<file path="src/rtl/pc_fetch_sequencer_pkg.sv">
// Shared encodings for the PC fetch sequencer: FSM state codes, PC stride and branch-take decode.
package pc_fetch_sequencer_pkg;

  typedef logic [1:0] seqState_t;

  localparam logic [1:0] S_LOAD  = 2'd0;
  localparam logic [1:0] S_FETCH = 2'd1;
  localparam logic [1:0] S_EXEC  = 2'd2;
  localparam logic [1:0] S_HALT  = 2'd3;

  localparam int PC_INCR = 4;

  function automatic logic takeBranch(input logic branch, input logic aluZero, input logic uncond);
    return (branch && aluZero) || uncond;
  endfunction

endpackage

</file>
<file path="src/rtl/pc_fetch_sequencer_next_pc_calc.sv">
// Next-PC adder/mux: sequential stride or sign-extended branch offset, modulo 2^ADDR_W.
module next_pc_calc
  import pc_fetch_sequencer_pkg::*;
#(
  parameter int ADDR_W = 64
) (
  input  logic [ADDR_W-1:0] CurrentPC,
  input  logic [ADDR_W-1:0] SignExtImm64,
  input  logic              Branch,
  input  logic              ALUZero,
  input  logic              Uncondbranch,
  output logic [ADDR_W-1:0] NextPC
);

  logic [ADDR_W-1:0] pcOffset;

  // Offset arrives pre-scaled from decode, so it is added without shifting.
  assign pcOffset = takeBranch(Branch, ALUZero, Uncondbranch) ? SignExtImm64 : ADDR_W'(PC_INCR);
  assign NextPC   = CurrentPC + pcOffset;

endmodule

</file>
<file path="src/rtl/pc_fetch_sequencer.sv">
// Architectural PC owner: sequences fetch (req/ack with timeout), execute handshake and PC commit.
// state   | meaning
// S_LOAD  | load CurrentPC from StartPC after reset
// S_FETCH | IMemReq held until IMemAck or timeout
// S_EXEC  | Instr presented, waiting for ExecDone to commit
// S_HALT  | terminal after Halt commit or fetch timeout
module pc_fetch_sequencer
  import pc_fetch_sequencer_pkg::*;
#(
  parameter int ADDR_W  = 64,
  parameter int INSTR_W = 32,
  parameter int TIMEOUT = 15
) (
  input  logic               CLK,
  input  logic               resetl,
  input  logic [ADDR_W-1:0]  StartPC,
  output logic               IMemReq,
  output logic [ADDR_W-1:0]  IMemAddr,
  input  logic               IMemAck,
  input  logic [INSTR_W-1:0] IMemData,
  output logic [INSTR_W-1:0] Instr,
  output logic               InstrValid,
  input  logic               ExecDone,
  input  logic               Branch,
  input  logic               ALUZero,
  input  logic               Uncondbranch,
  input  logic [ADDR_W-1:0]  SignExtImm64,
  input  logic               Halt,
  output logic [ADDR_W-1:0]  CurrentPC,
  output logic [31:0]        RetireCount,
  output logic               FetchErr
);

  localparam int CNT_W = $clog2(TIMEOUT + 1);
  localparam logic [CNT_W-1:0] TO_LOAD = CNT_W'(TIMEOUT);
  localparam logic [CNT_W-1:0] CNT_ONE = CNT_W'(1);

  seqState_t         state;
  logic [CNT_W-1:0]  toCnt;
  logic [ADDR_W-1:0] nextPC;

  next_pc_calc #(
    .ADDR_W(ADDR_W)
  ) u_next_pc_calc (
    .CurrentPC    (CurrentPC),
    .SignExtImm64 (SignExtImm64),
    .Branch       (Branch),
    .ALUZero      (ALUZero),
    .Uncondbranch (Uncondbranch),
    .NextPC       (nextPC)
  );

  // Handshake outputs decode from state so reset drops them without waiting for an edge.
  assign IMemReq    = (state == S_FETCH);
  assign InstrValid = (state == S_EXEC);
  assign IMemAddr   = CurrentPC;

  always_ff @(posedge CLK or negedge resetl) begin
    if (!resetl) begin
      state       <= S_LOAD;
      CurrentPC   <= '0;
      Instr       <= '0;
      RetireCount <= '0;
      FetchErr    <= 1'b0;
      toCnt       <= '0;
    end else begin
      case (state)
        S_LOAD: begin
          CurrentPC <= StartPC;
          toCnt     <= TO_LOAD;
          state     <= S_FETCH;
        end
        S_FETCH: begin
          // Ack in the final allowed cycle still beats the timeout.
          if (IMemAck) begin
            Instr <= IMemData;
            state <= S_EXEC;
          end else if (toCnt <= CNT_ONE) begin
            FetchErr <= 1'b1;
            state    <= S_HALT;
          end else begin
            toCnt <= toCnt - CNT_ONE;
          end
        end
        S_EXEC: begin
          if (ExecDone) begin
            CurrentPC   <= nextPC;
            RetireCount <= RetireCount + 32'd1;
            toCnt       <= TO_LOAD;
            state       <= Halt ? S_HALT : S_FETCH;
          end
        end
        default: begin
        end
      endcase
    end
  end

endmodule
</file>
<file path="config.mk">
export PLATFORM = sky130hd
export DESIGN_NAME = pc_fetch_sequencer
export DESIGN_NICKNAME = d
export VERILOG_FILES = /design/src/rtl/pc_fetch_sequencer_pkg.sv /design/src/rtl/pc_fetch_sequencer_next_pc_calc.sv /design/src/rtl/pc_fetch_sequencer.sv
export SDC_FILE = /design/constraint.sdc
export NUM_CORES = 1
export LEC_CHECK = 0
export CELL_PAD_IN_SITES_DETAIL_PLACEMENT = 0
export CELL_PAD_IN_SITES_GLOBAL_PLACEMENT = 1
export CORE_AREA = 2 2 191 193
export CTS_CLUSTER_SIZE = 10
export DETAILED_ROUTE_END_ITERATION = 10
export DIE_AREA = 0 0 193 195
export PLACE_DENSITY_LB_ADDON = 0.05
export SLEW_MARGIN = 20
export SYNTH_ARGS = -nofsm -noshare
export SYNTH_HDL_FRONTEND = slang
export SYNTH_HIERARCHICAL = 1
export SYNTH_SLANG_ARGS = --single-unit
</file>
<file path="constraint.sdc">
create_clock -name CLK -period 2.85 [get_ports CLK]
set_input_delay 0.285 -clock CLK [delete_from_list [all_inputs] [get_ports CLK]]
set_output_delay 0.285 -clock CLK [all_outputs]
set_load 0.005 [all_outputs]
</file>
Word-level counts from Yosys, hierarchy flattened
Cells that the tools add are included.
{"block": "word_totals", "ff_bits": 135, "input_bits": 168, "output_inout_bits": 195, "wordCells": 40}
{"block": "classes", "n_addsub": 3, "magnitude_cmp": 1, "n_eq_ne": 6, "muxes": 12, "n_bitwise": 1, "n_reduce_logical": 11}
{"operator": "two-way mux 64 bit", "n": 2}
{"operator": "case mux 64 bit (2 select lines)", "n": 1}
{"operator": "adder 64 bit", "n": 1}
{"operator": "adder 32 x 1 -> 32 bit, second input constant", "n": 1}
{"operator": "two-way mux 4 bit", "n": 3}
{"operator": "case mux 4 bit (3 select lines)", "n": 1}
{"operator": "two-way mux 2 bit", "n": 4}
{"operator": "case mux 2 bit (3 select lines)", "n": 1}
{"operator": "AND reduction 2 bit", "n": 3}
{"operator": "AND reduction 3 bit", "n": 2}
{"operator": "less-or-equal comparator 4 x 1 -> 1 bit, second input constant", "n": 1}
{"operator": "inequality test 2 bit, second input constant", "n": 2}
{"operator": "AND reduction 4 bit", "n": 1}
{"operator": "subtractor 4 x 1 -> 4 bit, second input constant", "n": 1}
{"operator": "inequality test 3 x 1 -> 1 bit, second input constant", "n": 1}
{"operator": "nonzero test 3 bit", "n": 1}
{"operator": "== test 2 x 1 -> 1 bit, second input constant", "n": 1}
{"operator": "== test 2 bit, second input constant", "n": 1}
{"operator": "zero test 2 bit", "n": 1}
{"operator": "inequality test 2 x 1 -> 1 bit, second input constant", "n": 1}
{"operator": "nonzero test 2 bit", "n": 1}
{"operator": "logical AND 1 bit", "n": 1}
{"operator": "logical OR 1 bit", "n": 1}
{"operator": "NOT 1 bit", "n": 1}

Longest topological paths before layout
{"block": "logic_depth", "word_depth": 6, "depth_mapped": 16}

Modules after synthesis
The synthesis kept the hierarchy.
{"module": "pc_fetch_sequencer", "n_inst": 1, "cells_each": 584, "area_each_um2": 6556.3, "seq_area_each_um2": 3378.2}
{"module": "next_pc_calc", "n_inst": 1, "cells_each": 627, "area_each_um2": 4367.9, "seq_area_each_um2": 0.0}

Worst setup path after synthesis
No wires, ideal clock.
{"block": "synth_timing", "kind": "input-to-reg", "from": "in Branch", "to": "reg CurrentPC[62]", "setup_ns": 0.133, "arrival_ns": 3.521, "required_time_ns": 2.717, "path_slack_ns": -0.804, "stages": 16, "path_buffers": 1, "path_cell_list": "a21oi_1 > clkbuf_1 > nor2b_1 > ha_1 > fa_1 > a21o_1 > a221oi_2 > nor4b_2 > or3_1 > a31oi_2 > o21ai_2 > a21oi_4 > o31ai_1 > xor2_1 > mux2i_1 > o21ai_0"}
{"block": "synth_via", "elab_chain_len": 6}
{"element": "from (decl)", "line": "pc_fetch_sequencer.sv:24", "rtl": "input logic Branch,"}
{"element": "logical AND 1 bit", "line": "pc_fetch_sequencer_pkg.sv:14", "rtl": "return (branch && aluZero) || uncond;"}
{"element": "logical OR 1 bit", "line": "pc_fetch_sequencer_pkg.sv:14"}
{"element": "two-way mux 64 bit", "line": "pc_fetch_sequencer_next_pc_calc.sv:18", "rtl": "assign pcOffset = takeBranch(Branch, ALUZero, Uncondbranch) ? SignExtImm64 : ADDR_W'(PC_INCR);"}
{"element": "adder 64 bit", "line": "pc_fetch_sequencer_next_pc_calc.sv:19", "rtl": "assign NextPC = CurrentPC + pcOffset;"}
{"element": "named net nextPC[62]", "line": "pc_fetch_sequencer.sv:40", "rtl": "logic [ADDR_W-1:0] nextPC;"}
{"element": "two-way mux 64 bit", "line": "pc_fetch_sequencer.sv:86", "rtl": "if (ExecDone) begin"}
{"element": "case mux 64 bit (2 select lines)", "line": "pc_fetch_sequencer.sv:67", "rtl": "case (state)"}
{"element": "to (signal assigned)", "line": "pc_fetch_sequencer.sv:69", "rtl": "CurrentPC <= StartPC;"}
{"element": "to (signal assigned)", "line": "pc_fetch_sequencer.sv:87", "rtl": "CurrentPC <= nextPC;"}
{"element": "to (decl)", "line": "pc_fetch_sequencer.sv:29", "rtl": "output logic [ADDR_W-1:0] CurrentPC,"}
The timed path passes the listed nets, and every way through them passes these cells. The select of a mux whose other input is x is not followed.
A chain may end at the register's enable or synchronous reset.

Worst setup path after layout
{"block": "layout_timing", "from": "in ALUZero", "to": "reg CurrentPC[60]"}
{"block": "layout_via", "elab_chain_len": 6}
{"element": "from (decl)", "line": "pc_fetch_sequencer.sv:25", "rtl": "input logic ALUZero,"}
{"element": "logical AND 1 bit", "line": "pc_fetch_sequencer_pkg.sv:14"}
{"element": "logical OR 1 bit", "line": "pc_fetch_sequencer_pkg.sv:14"}
{"element": "two-way mux 64 bit", "line": "pc_fetch_sequencer_next_pc_calc.sv:18"}
{"element": "adder 64 bit", "line": "pc_fetch_sequencer_next_pc_calc.sv:19"}
{"element": "named net nextPC[60]", "line": "pc_fetch_sequencer.sv:40"}
{"element": "two-way mux 64 bit", "line": "pc_fetch_sequencer.sv:86"}
{"element": "case mux 64 bit (2 select lines)", "line": "pc_fetch_sequencer.sv:67"}
The timed path passes the listed nets, and every way through them passes these cells. The select of a mux whose other input is x is not followed.

==> reports/metrics.yaml <==
numClockSinks: 135
start_kind: "primary input"
tns_ns: -5.61
placed_cell_area_um2: 16600
io_pins: 363
peakVddDrop_mv: 0.495
synthMuxAreaShare: 0.0945
cap_violations: 0
critPathCaptureType: "flop"
postRouteAntennaNets: 0
hold_viol_final: 0
firstDrtPassIters: 5
cts_max_level: 4
p_sw_frac: 0.394
grt.total_usage: 0.204
synthCells: 1211
antenna_found_initial: 4
ys.warnings.count: 6
synth_common_cells: "dfrtp_1 (135), nand2_1 (132), o21ai_0 (104)"
grtUsageMet3: 0.0338
period_minus_slack_ns: 3.19
post-synth-top-count-cell: "dfrtp_1"
ys_ff_latch: 135
seq_power_share: 0.185
ys.flop_type: "dfrtp_1"
grt_util_met1: 0.269
drive_above_1_share: 0.288
synthSimpleGateAreaFrac: 0.175
min_path_type: "primary input to flop"
grt_overflow: 0
clock_latency_ns: 0.44
period_share: 1.12
dieWidth_um: 193
fin_area_um2: 18200
grt_setup_unrepaired: "yes"
start_util: 0.309
numCtsBuffers: 17
required_ns: 3.16
placementRows: 69
synth.distinct_cells: 79
drt-total-wl_um: 38500
grtUsageMet2: 0.344
violations: "setup timing"
synth_edf_count: 0
grt_pass1_wl_um: 60200
place.gp.congestion: 0.848
power_density_nw_per_um2: 981
via_count: 10800
setup_violations: 33
grt_busiest_layer: "met2"
status: "finished with violations"
crit_type: "primary input to flop"
synth_area_um2: 10900
synth_area_leader_cell: "dfrtp_1"
synth_seq_area_share: 0.309
synth.avg_cell_area_um2: 9.02
whs_path_depth: 2
viasPerCell: 4.73
dpl.hpwl_um: 30000
synth_fa_ha_area_frac: 0.0832
pwr-share-comb: 0.687
io_buffers: 362
yosysTopAreaCellShare: 0.309
first_global_vias: 11300
syn_nets: 1451
fin_nets: 2039
synth_top_family_by_area: "compound AO/OA/AOI/OAI gates"
die_y_um: 195
clockBufferDepth: 2
synth_compound_area_frac: 0.177
die_area_um2: 37600
grt_max_degree: 79
critPathMaxFanout: 6
p_int_mw: 10.8
hold_slack_ns: 0.454
worst_slew_pin_slew_ns: 0.800
max_freq_mhz: 313
cts_root_buf: "clkbuf_16"
synth-async-reset-ratio: 1.00
fp.coreArea_um2: 35400
fin_ws_ns: -0.345
drc: 0
cts_tree: "built"
wl_per_cell_um: 16.9
leakage_nw: 8.00
clk_pin_slew_ns: 0.07
slew_viol_final: 0
area_delta_synth_final_pct: 66.2
clock_skew_ns: 0.00735
reg2regPathDepth: 14
pwr-share-clk: 0.128
p_switching_mw: 7.03
synthTopCellsByArea: "dfrtp_1 (31%), ha_1 (8.1%), mux2i_1 (6.0%), xnor2_1 (5.3%), o21ai_0 (4.8%)"
relSlewSlack: 0.466
power_mw: 17.8
synth_xor_area_frac: 0.0738
crit_arrival_ns: 3.50
first_iter_violations: 472
## cells by family after synthesis
| group | count (synthesis) |
|---|---|
| muxes | 99 |
| buffers and inverters | 153 |
| AOI/OAI and AO/OA | 299 |
| DFF | 135 |
| adders and majority gates | 72 |
| xor gates and xnor gates | 92 |
| and+or+nand+nor | 361 |
## critical path, cell delays in order
cell and delay [ns]:
buf_2 0.11, a21oi_4 0.16, buf_12 0.15, buf_12 0.11, nor2b_1 0.05, ha_1 0.35, and3_4 0.23, a221oi_4 0.07
nor4b_2 0.27, buf_4 0.17, o21ai_4 0.06, a2111oi_4 0.30, buf_4 0.19, o21ai_4 0.10, o41ai_4 0.28, buf_4 0.18
o221ai_2 0.09, xnor2_1 0.14, mux2i_1 0.13, o21ai_1 0.07
## sequential cells by signal (all words and copies together) (netlist names)
register / flops
CurrentPC: 64
FetchErr: 1
state: 2
RetireCount: 32
Instr: 32
toCnt: 4
## placed cells by master, fill, tap and decap left out, types with 15 or more instances in the layout
cell	synthesis	routed
nor2_1	43	39
buf_4	67	303
mux2i_1	66	65
o21ai_0	104	62
o21ai_1	3	32
a21oi_2	5	20
buf_6	5	17
xor2_1	26	22
nand3_1	24	23
mux2_2	33	33
o21bai_1	15	15
a21o_1	28	28
nand4_1	31	31
dfrtp_1	135	135
inv_1	34	34
xnor2_1	66	58
nor2b_1	65	62
ha_1	71	61
a21oi_1	74	56
clkdlybuf4s50_1	0	358
clkbuf_16	0	17
nand2_1	132	130
## cell type report
| type | instances | area [um^2] |
|---|---|---|
| antenna | 3 | 7.51 |
| clock buffer | 20 | 457 |
| clock inverter | 12 | 128 |
| fill | 3355 | 17200 |
| inverter | 34 | 128 |
| multi-input combinational | 923 | 7260 |
| sequential | 135 | 3380 |
| tap | 461 | 577 |
| timing repair buffer | 688 | 6220 |
## final timing paths
check                                                   end                        start  slack [ns]
worst min-delay path                   Instr[2]$_DFFE_PN0N_                  IMemData[2]        0.45
worst max register to register    CurrentPC[50]$_DFFE_PN0P_     CurrentPC[0]$_DFFE_PN0P_       -0.34
max in group asynchronous          CurrentPC[5]$_DFFE_PN0P_                       resetl        1.60
min in group asynchronous             Instr[23]$_DFFE_PN0N_                       resetl        0.47
worst max-delay path              CurrentPC[60]$_DFFE_PN0P_                      ALUZero       -0.34
worst min register to register  RetireCount[31]$_DFFE_PN0P_  RetireCount[31]$_DFFE_PN0P_        0.47
## repair_timing
item,4_1_cts,5_1_grt
hold buffers,1,0
gates cloned,1,0
endpoints found under the hold margin,75,0
setup endpoints to repair,48,47
setup buffers,27,10
gates resized for setup,117,43
pin swaps,61,35
## power by group through the flow
stage	clock [mW]	sequential [mW]	combinational (mW)
final	2.28	3.29	12.2
after global placement	0	3.29	11.3
after floorplan	0	3.34	5.74
after CTS	2.36	3.29	12.0
after global routing	2.44	3.41	13.4
after detailed placement	0	3.31	11.4
## through the flow
stage	cells	setup slack, ns	utilization
6_report	2276	-0.345	0.513
5_1_grt	2275	-0.505	0.513
4_1_cts	2264	-0.458	0.505
3_5_place_dp	2207	-1.23	0.470
3_3_place_gp	2207	-1.16	0.470
2_1_floorplan	1211	-0.359	-
## layer usage
layer / part of all wire / vias up
met1: 0.46 / 5053
met2: 0.49 / 254
met5: 0.00042 / -
li1: - / 5420
met4: 0.015 / 2
met3: 0.042 / 32
Power figures use the tool's default switching activity.
